### config.mk
export PLATFORM = sky130hd
export DESIGN_NAME = spawn_param_gen
export DESIGN_NICKNAME = d
export VERILOG_FILES = /design/src/rtl/spawn_pkg.sv /design/src/rtl/lfsr16.sv /design/src/rtl/spawn_param_gen.sv
export SDC_FILE = /design/constraint.sdc
export NUM_CORES = 1
export LEC_CHECK = 0
export ABC_AREA = 1
export CORE_MARGIN = 3
export CORE_UTILIZATION = 48
export DETAILED_ROUTE_END_ITERATION = 6
export MAX_ROUTING_LAYER = met4
export PLACE_DENSITY = 0.76
export SKIP_LAST_GASP = 1
export SLEW_MARGIN = 10
export SYNTH_ARGS = -nofsm -noshare
export SYNTH_HDL_FRONTEND = slang
export SYNTH_SLANG_ARGS = --single-unit
### constraint.sdc
create_clock -name clk -period 3.2 [get_ports clk]
set_input_delay 0.64 -clock clk [delete_from_list [all_inputs] [get_ports clk]]
set_output_delay 0.64 -clock clk [all_outputs]
set_load 0.02 [all_outputs]
### src/rtl/spawn_pkg.sv
// Shared constants and helpers for the object spawn parameter generator.
package spawn_pkg;

    // Galois feedback mask for x^16 + x^14 + x^13 + x^11
    localparam logic [15:0] LFSR_MASK = 16'hB400;

    // Handshake state encodings
    localparam logic [1:0] ST_IDLE = 2'd0;
    localparam logic [1:0] ST_WAIT = 2'd1;
    localparam logic [1:0] ST_DRAW = 2'd2;
    localparam logic [1:0] ST_HOLD = 2'd3;

    // Default spawn-x window
    localparam int unsigned MAP_X_MIN   = 20;
    localparam int unsigned MAP_X_RANGE = 500;

    // Fold a 9-bit random value into the spawn-x window with a single
    // conditional subtract (x_range is at least 256, so one step suffices).
    function automatic logic [9:0] map_x(input logic [8:0] x9,
                                         input int unsigned x_min   = MAP_X_MIN,
                                         input int unsigned x_range = MAP_X_RANGE);
        logic [9:0] xo;
        if (10'(x9) >= 10'(x_range))
            xo = 10'(x9) - 10'(x_range);
        else
            xo = 10'(x9);
        return 10'(x_min) + xo;
    endfunction

endpackage

### src/rtl/lfsr16.sv
// Free-running 16-bit Galois LFSR, right-shifting, loads seed on reset.
module lfsr16
    import spawn_pkg::*;
(
    input  logic        clk,
    input  logic        rstn,
    input  logic [15:0] seed,
    output logic [15:0] out
);

    // Advance one step on every clock edge
    always_ff @(posedge clk or negedge rstn) begin
        if (!rstn)
            out <= seed;
        else
            out <= {1'b0, out[15:1]} ^ (out[0] ? LFSR_MASK : 16'h0000);
    end

endmodule

### src/rtl/spawn_param_gen.sv
// Responder side of the object spawn handshake: waits a random number of
// frame ticks after req, then presents a randomized spawn parameter set and
// holds ack until req drops.
//
// state | meaning
// IDLE  | no request pending
// WAIT  | counting frame ticks down to the spawn
// DRAW  | latch parameter set from the current LFSR value
// HOLD  | parameters valid, ack high until req is released
module spawn_param_gen
    import spawn_pkg::*;
#(
    parameter int unsigned DEPTH_BIT       = 18,
    parameter logic [15:0] SEED            = 16'hACE1,
    parameter int unsigned MIN_DELAY       = 8,
    parameter int unsigned DELAY_RAND_BITS = 6,
    parameter int unsigned X_MIN           = 20,
    parameter int unsigned X_RANGE         = 500,
    parameter int unsigned Y_SPAWN         = 375,
    parameter int unsigned SPRITE_BASE     = 0,
    parameter int unsigned SPRITE_STRIDE   = 8000
) (
    input  logic                 clk,
    input  logic                 rstn,
    input  logic                 tick,
    input  logic                 req,
    output logic                 ack,
    output logic [9:0]           initposx,
    output logic [9:0]           initposy,
    output logic [9:0]           initvx,
    output logic [9:0]           initvy,
    output logic                 initdx,
    output logic [1:0]           sprite_id,
    output logic [DEPTH_BIT-1:0] addr
);

    // Mask rather than slice so a zero-width random extension stays legal
    localparam logic [15:0] RAND_MASK   = 16'((32'd1 << DELAY_RAND_BITS) - 32'd1);
    // Screen centre (320) minus half the sprite width (50)
    localparam logic [9:0]  DRIFT_SPLIT = 10'd270;

    logic [1:0]           state;
    logic [11:0]          cnt;
    logic [15:0]          lfsr;
    logic [11:0]          cnt_load;
    logic [9:0]           posx_next;
    logic [1:0]           sid_next;
    logic [DEPTH_BIT-1:0] addr_next;

    lfsr16 u_lfsr (
        .clk  (clk),
        .rstn (rstn),
        .seed (SEED),
        .out  (lfsr)
    );

    // Delay load value and the parameter set derived from the live LFSR
    always_comb begin
        cnt_load  = 12'(MIN_DELAY) + 12'(lfsr & RAND_MASK);
        posx_next = map_x(lfsr[8:0], X_MIN, X_RANGE);
        sid_next  = lfsr[14:13];
        addr_next = DEPTH_BIT'(32'(SPRITE_BASE) + 32'(sid_next) * 32'(SPRITE_STRIDE));
    end

    // Handshake state machine and tick down-counter
    always_ff @(posedge clk or negedge rstn) begin
        if (!rstn) begin
            state <= ST_IDLE;
            cnt   <= '0;
        end else begin
            case (state)
                ST_IDLE: begin
                    if (req) begin
                        state <= ST_WAIT;
                        cnt   <= cnt_load;
                    end
                end
                ST_WAIT: begin
                    if (!req)
                        state <= ST_IDLE;
                    else if (tick && cnt == 12'd1)
                        state <= ST_DRAW;
                    else if (tick)
                        cnt <= cnt - 12'd1;
                end
                ST_DRAW: state <= ST_HOLD;
                ST_HOLD: begin
                    if (!req)
                        state <= ST_IDLE;
                end
                default: state <= ST_IDLE;
            endcase
        end
    end

    // ack rises one edge into HOLD and falls on the edge that leaves it
    always_ff @(posedge clk or negedge rstn) begin
        if (!rstn)
            ack <= 1'b0;
        else
            ack <= (state == ST_HOLD) && req;
    end

    // Snapshot the parameter set in DRAW; held unchanged everywhere else
    always_ff @(posedge clk or negedge rstn) begin
        if (!rstn) begin
            initposx  <= '0;
            initposy  <= '0;
            initvx    <= '0;
            initvy    <= '0;
            initdx    <= 1'b0;
            sprite_id <= '0;
            addr      <= '0;
        end else if (state == ST_DRAW) begin
            initposx  <= posx_next;
            initposy  <= 10'(Y_SPAWN);
            initvx    <= 10'd1 + 10'(lfsr[10:9]);
            initvy    <= 10'd5 + 10'(lfsr[12:11]);
            initdx    <= (posx_next < DRIFT_SPLIT);
            sprite_id <= sid_next;
            addr      <= addr_next;
        end
    end

endmodule
==> out/qor.csv <==
metric;value;unit
status;complete, no violations;
intPower;0.001242;W
grt_busiest_layer;met2;
fmax;0.4217;GHz
fin_area;3417;µm²
dr.pass1.iters;4;
period_minus_slack;2371;ps
maxCapViolCount;0;
finalCritPeriodShare;74.10;%
crit_required;3410;ps
place_ws;593.8;ps
synth_largest_area_cell;dfrtp_1;
port_buffers;40;
initial_utilization;50.23;%
clk_pin_slew_worst_paths;100;ps
cp-start-kind;register;
arrival;2580;ps
netlist.area_leader.share;39.92;%
via_per_inst;4.913;
p_leak;1.645;nW
grt_max_degree;35;
antenna_found_initial;0;
cp_top_family;simple AND/OR/NAND/NOR gates;
gp_congestion;0.8825;
dp_hpwl;4.251;mm
ctsHtreeMaxLevel;2;
seqPwrFrac;47.0;%
grtUsageTotal;16.98;%
crit_path_frequent_cell;nand2_1;
clk_latency;310;ps
drt.antenna.violating_nets;0;
relSlewSlack;48.56;%
clockPowerShare;24.8;%
critPathCaptureType;register;
ys_ff_latch;56;
post_dp_cell_area;3309;µm²
async_reset_ff_share;100.0;%
drt_iter0_drc;187;
gr-usage-met3;3.010;%
grt_use_met1;21.27;%
grt_pass1_vias;2138;
cts_tree;yes;
post_cts_buffers;0;
report.final.setup_viol;0;
clock_tree.root_cell;clkbuf_8;
cp_cell_sequence;inv_1, ha_1, nand2_1, nor2_1, nand2_2, nand3_1, nand2_2, ha_1, or2_4, nand3_1, xor2_2, nand2_1, nand2_1, nand2_1;
peakVddDrop;0.0004242;V
netSwitchingFraction;32.35;%
dieArea;7255;µm²
drv_slew;0;
p_total;0.001836;W
cts_max_path_buffers;2;
core.rowCount;28;
fp.dieH;85.18;µm
crit_buf_inv;1;
ys_top_cells_by_count;nand2_1 (70), dfrtp_1 (48), buf_4 (36), inv_1 (31), nor2_1 (27);
setup_slack;828.7;ps
wl;5.748;mm
regToRegStartpoint;u_lfsr.out[3];
yosysSeqAreaShare;46.90;%
path_class;register to register;
yosys.cell_count.top_type;nand2_1;
r2r_end;initdx;
synth_edf_count;0;
gr-total-overflow;0;
pwr_density_cell;537.3;nW/µm²
timing_hold_violations_final;0;
cts-resized-gates;0;
netlist_instances;340;
tns;0;ps
avgSynthCellArea;8.850;µm²
cp_max_fo;5;
rsz0062_at_grt;no;
die_w;85.18;µm
cts_buffers;5;
p_sw;0.0005940;W
io_pins;66;
drc;0;
drive_gt1_share;12.33;%
cts_sinks;56;
syn_area;3009;µm²
grt_use_met2;28.32;%
critical_path_cell_count;14;
fin_nets;389;
core-area;5991;µm²
postCtsHoldBufs;0;
cpMaxStageDelayCell;dfrtp_1;
reg2regPathDepth;14;
r2r_slack;830;ps
area_growth;13.56;%
synth_area_leaders;dfrtp_1 (40%), buf_4 (9.0%), nand2_1 (8.7%);
ys_types;39;
hold_class;input port to asynchronous set/reset pin;
ys_warn_count;0;
via_count;2201;
p_comb_share;28.2;%
max_stage_delay;420;ps
wl_per_cell;12.83;µm
grt_pass1_wl;9.694;mm
synthFlopType;dfrtp_1;
diodes;0;
tightest_slew;770.8;ps
fin_util;57.04;%
final.setup_skew;15.06;ps
kinds of logic (layout without fill, tap and decap cells):
logic type | count (synthesis) | count (layout) | synth area share (%)
AND/OR/NAND/NOR | 145 | 145 | 22.16
adder cells (fa/ha/maj) | 13 | 13 | 5.406
other | 1 | 25 | 0.1246
flip-flops | 56 | 56 | 46.90
buffers and inverters | 77 | 86 | 14.51
XOR/XNOR | 7 | 7 | 2.536
AO/OA/AOI/OAI | 41 | 41 | 8.358
registers in the layout, indices dropped and copies added, names as in the netlist, named ones only:
| register | count |
|---|---|
| ack | 1 |
| addr | 5 |
| cnt | 12 |
| initdx | 1 |
| initposx | 10 |
| initposy | 1 |
| initvx | 3 |
| initvy | 4 |
| sprite_id | 1 |
| state | 1 |
| u_lfsr.out | 16 |
worst max-delay path by stage:
| stage | start | to |
|---|---|---|
| detailed placement | tick | cnt[7] |
| CTS | u_lfsr.out[3] | initdx |
| global route | u_lfsr.out[3] | initdx |
| global placement | tick | cnt[7] |
| finish | u_lfsr.out[3] | initdx |
| floorplan | u_lfsr.out[3] | initdx |
power by group through the flow:
stage / clock network, W / registers, W / logic (W)
floorplan: 0 / 0.000927 / 0.000305
global placement: 0 / 0.000874 / 0.000510
detailed placement: 0 / 0.000877 / 0.000517
CTS: 0.000472 / 0.000865 / 0.000519
global route: 0.000492 / 0.000880 / 0.000569
finish: 0.000456 / 0.000863 / 0.000517
placed cells by master, fill, tap and decap left out, drive strengths merged, types with 2 or more instances in the layout:
master          n
inv            34
nand4           3
o22ai           2
a31oi           2
dfrtp          48
clkdlybuf4s50  39
ha             13
nor3           10
o21ai          20
dfstp           8
a21oi           7
nand3          15
nor2           29
o211ai          2
clkbuf          6
conb           25
nand2          84
xor2            7
or2             2
buf             5
metal layers:
layer | up-vias | wire length, µm
met1 | 1043 | 2489
met2 | 70 | 2888
met3 | 7 | 307
met4 | 0 | 63
met5 | - | 0
li1 | 1081 | -
metrics by stage:
step | hold WS (ps) | std cells
after floorplan | 344.4 | 364
after global placement | 378.4 | 440
after detailed placement | 373.6 | 440
after CTS | 394.3 | 448
after global routing | 398.6 | 448
final | 380.3 | 448
layout make-up:
type / count / area [µm²]
multi-input cells: 231 / 1251
clock buffers: 6 / 72.57
repair buffers: 44 / 425.4
flip-flops and latches: 56 / 1411
fillers: 522 / 2574
clock inverters: 2 / 35.03
inverters: 34 / 127.6
well taps: 75 / 93.84
Power figures use the tool's default switching activity.
